[config.mk]
export PLATFORM = sky130hd
export DESIGN_NAME = gpio_input_port
export DESIGN_NICKNAME = d
export VERILOG_FILES = /design/src/rtl/gpio_input_port_pkg.sv /design/src/rtl/gpio_input_port_input_debouncer.sv /design/src/rtl/gpio_input_port.sv
export SDC_FILE = /design/constraint.sdc
export NUM_CORES = 1
export LEC_CHECK = 0
export BUFFER_PORTS_ARGS = -buffer_cell sky130_fd_sc_hd__buf_4
export CORE_UTILIZATION = 40
export CTS_CLUSTER_SIZE = 16
export DETAILED_ROUTE_END_ITERATION = 16
export PLACE_DENSITY = 0.6
export SLEW_MARGIN = 5
export SYNTH_ARGS = -nofsm -noshare
export SYNTH_HDL_FRONTEND = slang
export SYNTH_SLANG_ARGS = --single-unit
[constraint.sdc]
create_clock -name clk -period 6.1 [get_ports clk]
set_clock_uncertainty 0.1 [all_clocks]
set_input_delay 0 -clock clk [delete_from_list [all_inputs] [get_ports clk]]
set_output_delay 0 -clock clk [all_outputs]
set_load 0.005 [all_outputs]
[src/rtl/gpio_input_port_pkg.sv]
// rtl/gpio_input_port_pkg.sv - register offsets, load/store funct3 codes and base address shared by the GPIO input port
package gpio_input_port_pkg;

  localparam logic [31:0] GPIO_BASE_ADDR = 32'hFFFF_0100;

  typedef enum logic [2:0] {
    GPIO_LEVEL    = 3'd0,
    GPIO_RISE     = 3'd1,
    GPIO_FALL     = 3'd2,
    GPIO_DEBOUNCE = 3'd3,
    GPIO_IRQ_MASK = 3'd4
  } gpio_reg_offset_t;

  localparam logic [2:0] F3_LB  = 3'b000;
  localparam logic [2:0] F3_LH  = 3'b001;
  localparam logic [2:0] F3_LW  = 3'b010;
  localparam logic [2:0] F3_LBU = 3'b100;
  localparam logic [2:0] F3_LHU = 3'b101;

  typedef enum logic {
    DB_STABLE   = 1'b0,
    DB_COUNTING = 1'b1
  } db_state_t;

  // Picks the byte/half the core asked for and extends it the way the load instruction expects.
  function automatic logic [31:0] load_extract(input logic [31:0] word, input logic [2:0] f3,
                                               input logic [1:0] byte_off);
    logic [31:0] shifted;
    logic [7:0]  b;
    logic [15:0] h;
    shifted = word >> {byte_off, 3'b000};
    b = shifted[7:0];
    h = byte_off[1] ? word[31:16] : word[15:0];
    case (f3)
      F3_LB:   load_extract = {{24{b[7]}}, b};
      F3_LBU:  load_extract = {24'h0, b};
      F3_LH:   load_extract = {{16{h[15]}}, h};
      F3_LHU:  load_extract = {16'h0, h};
      default: load_extract = word;
    endcase
  endfunction

endpackage

[src/rtl/gpio_input_port_input_debouncer.sv]
// rtl/gpio_input_port_input_debouncer.sv - one-bit synchroniser plus debounce state machine with edge pulses
module gpio_input_port_input_debouncer
  import gpio_input_port_pkg::*;
#(
  parameter int CNT_W = 16
) (
  input  logic             clk,
  input  logic             reset_n,
  input  logic             din,
  input  logic [CNT_W-1:0] debounce,
  output logic             stable,
  output logic             rise,
  output logic             fall
);

  logic             meta_q, sync_q;
  logic             stable_q, stable_d;
  db_state_t        state_q, state_d;
  logic [CNT_W-1:0] cnt_q, cnt_d;

  always_ff @(posedge clk or negedge reset_n) begin
    if (!reset_n) begin
      meta_q   <= 1'b0;
      sync_q   <= 1'b0;
      stable_q <= 1'b0;
      state_q  <= DB_STABLE;
      cnt_q    <= '0;
    end else begin
      meta_q   <= din;
      sync_q   <= meta_q;
      stable_q <= stable_d;
      state_q  <= state_d;
      cnt_q    <= cnt_d;
    end
  end

  always_comb begin
    state_d  = state_q;
    cnt_d    = cnt_q;
    stable_d = stable_q;
    rise     = 1'b0;
    fall     = 1'b0;
    case (state_q)
      DB_STABLE: begin
        if (sync_q != stable_q) begin
          state_d = DB_COUNTING;
          cnt_d   = CNT_W'(1);
        end
      end
      DB_COUNTING: begin
        // The live debounce value is compared, so a rewrite mid-count applies at once.
        if (sync_q == stable_q) begin
          state_d = DB_STABLE;
          cnt_d   = '0;
        end else if (cnt_q >= debounce) begin
          stable_d = sync_q;
          state_d  = DB_STABLE;
          cnt_d    = '0;
          rise     = sync_q;
          fall     = ~sync_q;
        end else if (cnt_q != '1) begin
          cnt_d = cnt_q + CNT_W'(1);
        end
      end
      default: state_d = DB_STABLE;
    endcase
  end

  assign stable = stable_q;

endmodule

[src/rtl/gpio_input_port.sv]
// rtl/gpio_input_port.sv - memory-mapped debounced GPIO inputs with RISE/FALL edge latches
// Define GPIO_INPUT_PORT_IRQ_EN to add the IRQ_MASK register and the irq output.
module gpio_input_port
  import gpio_input_port_pkg::*;
#(
  parameter int               N_INPUTS       = 4,
  parameter logic [31:0]      BASE_ADDR      = GPIO_BASE_ADDR,
  parameter int               CNT_W          = 16,
  parameter logic [CNT_W-1:0] DEBOUNCE_RESET = 16'd12000
) (
  input  logic                clk,
  input  logic                reset_n,
  input  logic [N_INPUTS-1:0] gpio_in,
  input  logic                write_mem,
  input  logic [2:0]          funct3,
  input  logic [31:0]         address,
  input  logic [31:0]         write_data,
  output logic [31:0]         read_data,
  output logic                hit,
  output logic                irq
);

  logic [N_INPUTS-1:0] level, rise_set, fall_set, wr_bits;
  logic [N_INPUTS-1:0] rise_q, rise_d, fall_q, fall_d;
  logic [CNT_W-1:0]    debounce_q, debounce_d;
  logic [31:0]         read_data_q, read_data_d, reg_word;
  logic                hit_q, sel, wr_en;
  logic                unused_wdata;

`ifdef GPIO_INPUT_PORT_IRQ_EN
  logic [N_INPUTS-1:0] irq_mask_q, irq_mask_d;
  logic                irq_q;
`endif

  for (genvar i = 0; i < N_INPUTS; i++) begin : g_in
    gpio_input_port_input_debouncer #(.CNT_W(CNT_W)) u_db (
      .clk      (clk),
      .reset_n  (reset_n),
      .din      (gpio_in[i]),
      .debounce (debounce_q),
      .stable   (level[i]),
      .rise     (rise_set[i]),
      .fall     (fall_set[i])
    );
  end

  assign sel          = address[31:5] == BASE_ADDR[31:5];
  assign wr_en        = write_mem && sel && (funct3 == F3_LW) && (address[1:0] == 2'b00);
  assign wr_bits      = write_data[N_INPUTS-1:0];
  assign unused_wdata = ^write_data;

  // Edge set is OR-ed in after the W1C mask so a coincident new edge survives the clear.
  always_comb begin
    rise_d     = rise_q | rise_set;
    fall_d     = fall_q | fall_set;
    debounce_d = debounce_q;
    if (wr_en) begin
      case (address[4:2])
        GPIO_RISE:     rise_d     = (rise_q & ~wr_bits) | rise_set;
        GPIO_FALL:     fall_d     = (fall_q & ~wr_bits) | fall_set;
        GPIO_DEBOUNCE: debounce_d = write_data[CNT_W-1:0];
        default: ;
      endcase
    end
  end

  always_comb begin
    reg_word = '0;
    case (address[4:2])
      GPIO_LEVEL:    reg_word = 32'(level);
      GPIO_RISE:     reg_word = 32'(rise_q);
      GPIO_FALL:     reg_word = 32'(fall_q);
      GPIO_DEBOUNCE: reg_word = 32'(debounce_q);
      GPIO_IRQ_MASK: begin
`ifdef GPIO_INPUT_PORT_IRQ_EN
        reg_word = 32'(irq_mask_q);
`endif
      end
      default: ;
    endcase
    read_data_d = sel ? load_extract(reg_word, funct3, address[1:0]) : '0;
  end

  always_ff @(posedge clk or negedge reset_n) begin
    if (!reset_n) begin
      rise_q      <= '0;
      fall_q      <= '0;
      debounce_q  <= DEBOUNCE_RESET;
      read_data_q <= '0;
      hit_q       <= 1'b0;
    end else begin
      rise_q      <= rise_d;
      fall_q      <= fall_d;
      debounce_q  <= debounce_d;
      read_data_q <= read_data_d;
      hit_q       <= sel;
    end
  end

`ifdef GPIO_INPUT_PORT_IRQ_EN
  always_comb begin
    irq_mask_d = irq_mask_q;
    if (wr_en && (address[4:2] == GPIO_IRQ_MASK)) irq_mask_d = wr_bits;
  end

  always_ff @(posedge clk or negedge reset_n) begin
    if (!reset_n) begin
      irq_mask_q <= '0;
      irq_q      <= 1'b0;
    end else begin
      irq_mask_q <= irq_mask_d;
      irq_q      <= |((rise_q | fall_q) & irq_mask_q);
    end
  end

  assign irq = irq_q;
`else
  assign irq = 1'b0;
`endif

  assign read_data = read_data_q;
  assign hit       = hit_q;

endmodule

==> results of run 1 <==
## state kept, by name, summed over array words and instances (netlist names)
| register | cells |
|---|---|
| g_in.u_db.cnt_q | 64 |
| read_data | 17 |
| debounce_q | 16 |
| fall_q | 4 |
| g_in.u_db.meta_q | 4 |
| g_in.u_db.stable | 4 |
| g_in.u_db.state_q | 4 |
| g_in.u_db.sync_q | 4 |
| rise_q | 4 |
| hit | 1 |
## worst max path at each step
stage          depth (start not counted)      startpoint                      to
6_report                               9   debounce_q[7]  g_in[3].u_db.cnt_q[11]
2_1_floorplan                          9  debounce_q[13]   g_in[3].u_db.cnt_q[1]
3_3_place_gp                           9  debounce_q[13]   g_in[2].u_db.cnt_q[8]
4_1_cts                                9   debounce_q[7]  g_in[3].u_db.cnt_q[11]
5_1_grt                                9   debounce_q[7]  g_in[3].u_db.cnt_q[11]
3_5_place_dp                           9   debounce_q[7]  g_in[3].u_db.cnt_q[11]
## critical path, delay by kind of cell, from the launching register on
family          cells  cell delay, ns
fa+ha+maj           1            0.39
simple gates        1            0.86
buf+inv             1            0.21
compound gates      6            1.27
flops               1            0.56
## cells by family after synthesis
family          count (synthesis)  synth area share, %
simple gates                  295                 20.6
compound gates                203                 16.6
flops                         122                 39.9
buf+inv                        80                 5.03
fa+ha+maj                      68                 11.1
mux                            37                 6.30
xor+xnor                        3                0.343
other cells                     1               0.0489
## where the power goes
| part | total [W] | internal, W | leakage [nW] | switching [W] |
|---|---|---|---|---|
| Clock | 0.00108 | 0.000693 | 0.293 | 0.000382 |
| Sequential | 0.000919 | 0.000857 | 1.60 | 0.0000619 |
| Combinational | 0.000396 | 0.000172 | 2.38 | 0.000223 |
## routing by layer
layer | up-vias | track usage [%]
li1 | 3184 | -
met5 | - | 0
met2 | 104 | 33.1
met4 | 0 | 7.00
met1 | 3064 | 29.0
met3 | 28 | 4.48
## final cells by class
cell class | instances | area share (%)
Clock inverter | 11 | 1.81
Clock buffer | 21 | 4.79
Timing Repair Buffer | 127 | 11.1
Tap cell | 234 | 3.12
Inverter | 42 | 1.68
Multi-Input combinational cell | 607 | 44.9
Sequential cell | 122 | 32.6
## placed cells by master (no fill, tap or decap), types with 20 or more instances in the layout
cell type,instances
nor2_1,49
nand4_1,20
o21ai_0,31
and3_1,21
nand2b_1,21
a21oi_1,76
inv_1,42
nand2_1,77
dlygate4sd3_1,35
a31oi_1,29
nand3_1,47
dfrtp_1,115
buf_4,92
ha_1,68
## stage by stage
| step | setup slack, ns | hold slack (ns) | std cells |
|---|---|---|---|
| 6_report | 2.63 | 0.0632 | 1164 |
| 5_1_grt | 2.27 | 0.0721 | 1164 |
| 4_1_cts | 2.63 | 0.0547 | 1164 |
| 3_5_place_dp | 2.67 | 0.0116 | 1097 |
| 3_3_place_gp | 2.66 | 0.0109 | 1097 |
| 2_1_floorplan | 3.36 | -0.396 | 809 |
==> results.py, run 1 <==
metrics = {
    "cts": {
        "cts.clk_slew.worst_paths_ns": 0.06,
        "cts.sinks": 122,
        "cts-buffers-inserted": 17,
        "clk_path_buf_depth": 2,
        "cts_tree": "done",
        "cts_root_buf": "clkbuf_16",
        "post_cts_resized": 0,
        "postCtsSetupRepairBufs": 0,
        "cts_hold_buf": 35,
        "clkLatencyLatePin_ns": 0.42,
        "htreeDepth": 4,
    },
    "synthesis": {
        "yosysWarnings": 0,
        "synth_nets": 951,
        "ys_top_cells_by_area": "dfrtp_1 38%, ha_1 11%, a21oi_1 5.0%",
        "synth_common_cells": "115 x dfrtp_1, 77 x nand2_1, 76 x a21oi_1, 68 x ha_1, 49 x nor2_1",
        "synth_largest_area_cell": "dfrtp_1",
        "synth_cell_type_count": 68,
        "synth-edff-count": 0,
        "synthesis.area_um2": 7670,
        "synth.avg_cell_area_um2": 9.48,
        "yosysSeqAreaShare_pct": 39.9,
        "synthCells": 809,
        "ys_ff_latch": 122,
        "yosysTopAreaCellShare_pct": 37.5,
        "synth.most_common_cell": "dfrtp_1",
        "ys.flop_type": "dfrtp_1",
        "async_flop_share_pct": 100,
    },
    "route": {
        "drt_iter0_markers": 346,
        "maxUsedRoutingLayer": "met4",
        "wl_met2_um": 9010,
        "drc": 0,
        "wl_met3_um": 586,
        "wl_per_cell_um": 16.8,
        "postRouteAntennaNets": 0,
        "via_per_inst": 5.48,
        "wl_met1_um": 9600,
        "dr.pass1.iters": 5,
        "via_count": 6380,
        "wl_um": 19600,
    },
    "finish": {
        "drive_gt1_share_pct": 18.3,
        "area_delta_synth_final_pct": 22.6,
        "register_area_um2": 3060,
        "n_fill_cell": 1749,
        "fin_util_pct": 50.1,
        "antenna_cells": 0,
        "layout.nets": 1059,
        "multiInputGateArea_um2": 4220,
        "fin_area_um2": 9400,
    },
    "die": {
        "rows": 50,
        "die_y_um": 140,
        "die_area_um2": 19700,
        "start_util_pct": 40.8,
        "die_w_um": 140,
        "ios": 108,
        "core_area_um2": 18800,
    },
    "power": {
        "power.leakage_nw": 4.26,
        "ir_drop_v": 0.000171,
        "p_per_area_nw_per_um2": 254,
        "p_total_w": 0.00239,
    },
    "sta": {
        "finalSetupViolCount": 0,
        "maxSlewViolCount": 0,
        "period_needed_ns": 3.47,
        "period_share_pct": 57.0,
        "rsz0062_at_grt": "false",
        "tns_ns": 0,
        "max_freq_mhz": 288,
        "max_slew_margin_pct": 21.6,
        "hold_violations": 0,
        "tightest_slew_ns": 1.17,
    },
    "grt": {
        "grt_pass1_wl_um": 32100,
        "grt.total_usage_pct": 21.1,
        "antenna_found_initial": 0,
        "grt_pass1_vias": 6188,
        "grt.overflow.total": 0,
        "grt_max_degree": 65,
    },
    "worst_setup_path": {
        "worstPathArrival_ns": 3.72,
        "end_kind": "register",
        "cpMostUsedCell": "o21ai_0",
        "r2r-start": "debounce_q[7]",
        "r2r_end": "g_in[3].u_db.cnt_q[11]",
        "cp-start-kind": "register",
        "rrSetupSlack_ns": 2.63,
        "cp_slowest_cell": "nor3_4",
        "crit_chain": "inv_1 > ha_1 > a21oi_1 > o21ai_0 > a221oi_1 > o211ai_1 > nor3_4 > o21ai_0 > a31oi_1",
        "worstPathRequired_ns": 6.34,
        "worstPathMaxFanout": 28,
        "r2r_cells": 9,
        "slowest_delay_ns": 0.86,
        "critPathKind": "register to register",
    },
    "run_status": {
        "status": "finished, final reports clean",
    },
    "placement": {
        "placed_area_um2": 8430,
        "gp_congestion": 0.836,
        "dp_hpwl_um": 13700,
        "numPortBuffers": 90,
    },
    "min_path": {
        "worstHoldPathCells": 4,
        "min_path_type": "input pin to register",
        "worstHoldStart": "address[3]",
        "min_to": "read_data[2]",
    },
    "flow_run": {
        "cap_viol_max_count": 0,
    },
}
Note: power is estimated with default switching activity, not from simulation.
==> run 2, diff against run 1 <==
--- a/config.mk
+++ b/config.mk
@@ -9,7 +9,7 @@
 export CORE_UTILIZATION = 40
 export CTS_CLUSTER_SIZE = 16
 export DETAILED_ROUTE_END_ITERATION = 16
-export PLACE_DENSITY = 0.6
+export PLACE_DENSITY = 0.62
 export SLEW_MARGIN = 5
 export SYNTH_ARGS = -nofsm -noshare
 export SYNTH_HDL_FRONTEND = slang
==> constraint.sdc (replaced) <==
create_clock -name clk -period 2.9 [get_ports clk]
set_clock_uncertainty 0.1 [all_clocks]
set_input_delay 0 -clock clk [delete_from_list [all_inputs] [get_ports clk]]
set_output_delay 0 -clock clk [all_outputs]
set_load 0.005 [all_outputs]
==> results.py, run 2 (synthesized netlist as in run 1, its figures left out) <==
metrics = {
    "grt": {
        "grt.total_usage_pct": 22.2,
        "grt_pass1_wl_um": 33900,
        "grt.overflow.total": 0,
        "grt.busiest_layer": "met2",
        "antenna_found_initial": 0,
        "grt.met2_usage_pct": 36.5,
        "grt_pass1_vias": 6494,
        "grt_max_degree": 49,
        "gr-usage-met1_pct": 29.2,
        "grtUsageMet3_pct": 4.75,
    },
    "die": {
        "start_util_pct": 40.8,
        "die_y_um": 140,
        "ios": 108,
        "core_area_um2": 18800,
        "die_area_um2": 19700,
        "die_w_um": 140,
        "rows": 50,
    },
    "sta": {
        "whs_ns": 0.00851,
        "max_slew_margin_pct": 48.9,
        "hold_violations": 0,
        "worst_slack_ns": -0.0173,
        "maxSlewViolCount": 0,
        "period_needed_ns": 2.92,
        "max_freq_mhz": 343,
        "tightest_slew_ns": 0.764,
        "period_share_pct": 101,
        "rsz0062_at_grt": "true",
        "finalSetupViolCount": 3,
    },
    "worst_setup_path": {
        "crit_start": "debounce_q[6]",
        "r2r-start": "debounce_q[6]",
        "critPathKind": "register to register",
        "crit_end": "g_in[3].u_db.cnt_q[3]",
        "end_kind": "register",
        "r2r_end": "g_in[3].u_db.cnt_q[3]",
        "cp-start-kind": "register",
        "r2r_cells": 12,
        "worstPathArrival_ns": 3.18,
        "rrSetupSlack_ns": -0.02,
        "worstPathMaxFanout": 7,
        "worstPathRequired_ns": 3.17,
    },
    "cts": {
        "cts.clk_slew.worst_paths_ns": 0.06,
        "cts_tree": "done",
        "htreeDepth": 4,
        "clkLatencyLatePin_ns": 0.43,
        "cts_root_buf": "clkbuf_16",
        "cts-buffers-inserted": 17,
        "clk_path_buf_depth": 2,
        "cts.sinks": 122,
    },
    "route": {
        "wl_per_cell_um": 17.6,
        "drt_iter0_markers": 363,
        "dr.pass1.iters": 5,
        "wl_um": 21500,
        "postRouteAntennaNets": 0,
        "via_per_inst": 5.54,
        "via_count": 6776,
        "drc": 0,
    },
    "run_status": {
        "failed_checks": "negative setup slack",
        "status": "finished, violations left",
    },
    "finish": {
        "largest_register": "g_in.u_db.cnt_q",
        "area_delta_synth_final_pct": 33.7,
        "antenna_cells": 0,
        "layout.nets": 1119,
        "largest_register_ffs": 64,
        "n_fill_cell": 1640,
        "final_common_cell": "buf_4",
        "layout_common_cells": "140 x buf_4, 114 x dfrtp_1, 70 x nand2_1, 70 x a21oi_1, 61 x ha_1",
        "drive_gt1_share_pct": 28.3,
        "multiInputGateArea_um2": 4490,
        "register_area_um2": 3060,
    },
    "min_path": {
        "min_path_type": "input pin to async pin",
    },
    "placement": {
        "gp_congestion": 0.861,
        "post-place-ws_ns": -0.180,
        "dp_hpwl_um": 14900,
        "numPortBuffers": 90,
    },
    "flow_run": {
        "cap_viol_max_count": 0,
    },
    "power": {
        "power.leakage_nw": 4.70,
        "p_per_area_nw_per_um2": 494,
        "ir_drop_v": 0.000423,
    },
}
==> run 2: cell types whose count changed in the layout (fill, tap and decap cells not counted), sizes merged <==
cell         previous run  this run
buf                    92       149
clkbuf                 21        25
dlygate4sd3            35        31
clkinv                  4         6
bufinv                  4         3
nor3                   13        14
==> run 2: worst min-delay path by stage <==
stage	from	end	slack (ns)
after CTS	address[3]	read_data[2]	0.008
after detailed placement	reset_n	g_in[2].u_db.cnt_q[5]	-0.07
after floorplan	reset_n	debounce_q[0]	-0.40
after global routing	reset_n	g_in[1].u_db.cnt_q[5]	0.05
final	reset_n	g_in[2].u_db.cnt_q[5]	0.009
after global placement	reset_n	g_in[1].u_db.cnt_q[10]	-0.07
==> run 2: power breakdown <==
group | internal [W] | total (W) | switching [W]
Sequential | 0.00180 | 0.00193 | 0.000128
Clock | 0.00136 | 0.00217 | 0.000810
Combinational | 0.000431 | 0.000961 | 0.000530
Total | 0.00360 | 0.00506 | 0.00147
==> run 2: area by class of cell <==
class,instances,share of cell area (%)
tap,234,2.86
clock buffer,19,4.32
multi-input combinational,608,43.8
clock inverter,12,1.46
timing repair buffer,186,16.2
inverter,42,1.54
sequential,122,29.9
==> run 2: repair_timing <==
| action | 4_1_cts | 5_1_grt |
|---|---|---|
| pin swaps | 2 | 23 |
| cloned | 0 | 8 |
| buffers inserted | 1 | 5 |
| hold buffers | 31 | 0 |
| endpoints found under the setup margin | 17 | 57 |
| gates resized for setup | 2 | 59 |
| hold endpoints to repair | 128 | 0 |
==> run 2: per-layer routing <==
layer,part of all wire (%),vias to the layer above
met5,0,-
met4,1.9,0
met3,4.3,33
met2,49,169
met1,45,3259
li1,-,3315
==> run 2: stage by stage <==
stage | cell area (um2) | setup TNS (ns) | total power (W) | std cells | util, %
6_report | 10300 | -0.0282 | 0.00506 | 1223 | 54.6
5_1_grt | 10300 | -1.06 | 0.00531 | 1223 | 54.6
4_1_cts | 9790 | 0 | 0.00506 | 1210 | 52.1
3_5_place_dp | 8860 | -0.890 | 0.00285 | 1147 | 47.2
3_3_place_gp | 8860 | -0.251 | 0.00283 | 1147 | 47.2
2_1_floorplan | 7670 | 0 | 0.00249 | 809 | -
==> run 2: critical path, cell delays in order, from the launching register on <==
cell and delay, ns:
dfstp_2 0.54, inv_1 0.05, buf_4 0.17, ha_4 0.25, nand2_1 0.10, o21ai_2 0.09
a221oi_2 0.26, o211ai_1 0.24, buf_4 0.22, nor3_4 0.36, clkbuf_16 0.25, a21o_1 0.11
a22o_1 0.11
==> run 3, diff against run 2 <==
--- a/config.mk
+++ b/config.mk
@@ -10,7 +10,6 @@
 export CTS_CLUSTER_SIZE = 16
 export DETAILED_ROUTE_END_ITERATION = 16
 export PLACE_DENSITY = 0.62
-export SLEW_MARGIN = 5
 export SYNTH_ARGS = -nofsm -noshare
 export SYNTH_HDL_FRONTEND = slang
 export SYNTH_SLANG_ARGS = --single-unit
==> constraint.sdc (replaced) <==
create_clock -name clk -period 2.35 [get_ports clk]
set_clock_uncertainty 0.1 [all_clocks]
set_input_delay 0 -clock clk [delete_from_list [all_inputs] [get_ports clk]]
set_output_delay 0 -clock clk [all_outputs]
set_load 0.005 [all_outputs]
==> results.py, run 3 (synthesized netlist as in run 1, its figures left out) <==
metrics = {
    "route": {
        "via_per_inst": 5.40,
        "via_count": 7107,
        "drt_iter0_markers": 406,
        "dr.pass1.iters": 5,
        "postRouteAntennaNets": 0,
        "drc": 0,
        "wl_per_cell_um": 17.4,
        "wl_um": 23000,
    },
    "finish": {
        "layout_common_cells": "217 x buf_4, 114 x dfrtp_1, 73 x nand2_1",
        "n_fill_cell": 1497,
        "fin_util_pct": 61.4,
        "final_common_cell": "buf_4",
        "layout.nets": 1212,
        "final_cells": 1317,
        "drive_gt1_share_pct": 40.1,
        "largest_register": "g_in.u_db.cnt_q",
        "area_delta_synth_final_pct": 50.4,
        "antenna_cells": 0,
        "largest_register_ffs": 64,
    },
    "flow_run": {
        "cap_viol_max_count": 0,
    },
    "sta": {
        "finalSetupViolCount": 80,
        "tightest_slew_ns": 0.628,
        "max_slew_margin_pct": 58.0,
        "period_needed_ns": 2.75,
        "period_share_pct": 117,
        "whs_ns": 0.0164,
        "rsz0062_at_grt": "true",
        "maxSlewViolCount": 0,
        "hold_violations": 0,
        "max_freq_mhz": 364,
        "worst_slack_ns": -0.401,
    },
    "power": {
        "p_total_w": 0.00664,
        "power.leakage_nw": 5.23,
        "p_per_area_nw_per_um2": 576,
        "ir_drop_v": 0.000509,
    },
    "die": {
        "ios": 108,
        "start_util_pct": 40.8,
        "rows": 50,
        "die_w_um": 140,
        "core_area_um2": 18800,
        "die_y_um": 140,
        "die_area_um2": 19700,
    },
    "cts": {
        "clkLatencyLatePin_ns": 0.43,
        "clk_path_buf_depth": 2,
        "htreeDepth": 4,
        "cts_root_buf": "clkbuf_16",
        "cts-buffers-inserted": 17,
        "cts.clk_slew.worst_paths_ns": 0.06,
        "cts_tree": "done",
        "cts.sinks": 122,
    },
    "worst_setup_path": {
        "worstPathArrival_ns": 2.99,
        "worstPathMaxFanout": 8,
        "critPathKind": "register to register",
        "worstPathRequired_ns": 2.59,
        "cp-start-kind": "register",
        "end_kind": "register",
    },
    "placement": {
        "numPortBuffers": 90,
        "gp_congestion": 0.860,
        "post-place-ws_ns": -0.441,
        "place_inst": 1230,
        "dp_hpwl_um": 15600,
    },
    "run_status": {
        "failed_checks": "negative setup slack",
        "status": "finished, violations left",
    },
    "min_path": {
        "min_path_type": "input pin to async pin",
    },
    "grt": {
        "grt.overflow.total": 0,
        "grt_pass1_wl_um": 36400,
        "grt.total_usage_pct": 23.8,
        "grt_pass1_vias": 6882,
        "antenna_found_initial": 0,
        "grt_max_degree": 55,
    },
}
-- run 3: cell type report --
type | instances | area, um2 | area share (%)
clock buffer | 19 | 443 | 3.84
clock inverter | 13 | 169 | 1.46
inverter | 42 | 170 | 1.48
multi-input combinational | 607 | 4960 | 43.0
sequential | 122 | 3060 | 26.6
tap | 234 | 293 | 2.54
timing repair buffer | 280 | 2430 | 21.1
-- run 3: metrics by stage --
step	cell area [um2]	TNS, ns
finish	11500	-19.64
global route	11500	-26.40
CTS	11100	-15.28
detailed placement	9610	-20.27
global placement	9610	-18.65
floorplan	7860	-4.79
-- run 3: layer usage --
| metal | routed length [um] | track usage (%) | up-vias |
|---|---|---|---|
| met5 | 0 | 0 | - |
| met4 | 171 | 6.25 | 0 |
| met3 | 806 | 4.00 | 16 |
| met2 | 11200 | 39.3 | 139 |
| met1 | 10700 | 32.3 | 3454 |
| li1 | - | - | 3498 |
-- run 3: final timing paths --
check                                    start                     end  slack, ns  cells after the start
setup / recovery                debounce_q[13]   g_in[0].u_db.cnt_q[5]      -0.40                     12
hold / removal                         reset_n  g_in[1].u_db.cnt_q[11]       0.02                      2
setup reg to reg                debounce_q[13]   g_in[0].u_db.cnt_q[5]      -0.40                     12
hold reg to reg            g_in[3].u_db.meta_q     g_in[3].u_db.sync_q       0.25                      0
max in group asynchronous              reset_n           debounce_q[0]       1.34                      3
min in group clk                    address[2]               rise_q[0]       0.02                      4
-- run 3: critical path: stages, from the launching register on --
cell and delay (ns):
dfstp_2 0.55, inv_4 0.05, buf_6 0.11, ha_4 0.20
a21o_1 0.15, a21o_1 0.18, a2111oi_4 0.40, o41ai_4 0.15
nor2_2 0.23, buf_12 0.17, buf_12 0.12, a31oi_1 0.07
a31oi_1 0.18
-- run 3: timing repair --
action | in CTS | in global routing
endpoints found under the hold margin | 143 | 0
hold buffers | 31 | 0
pin swaps | 35 | 18
buffers inserted | 8 | 12
gates resized for setup | 98 | 55
cloned | 4 | 4
endpoints found under the setup margin | 79 | 80
-- run 3: power by group --
group          internal (W)  switching [W]  total [W]  leakage [nW]
registers           0.00222       0.000161    0.00238          1.59
clock network       0.00170        0.00105    0.00275         0.286
logic              0.000721       0.000781    0.00150          3.35
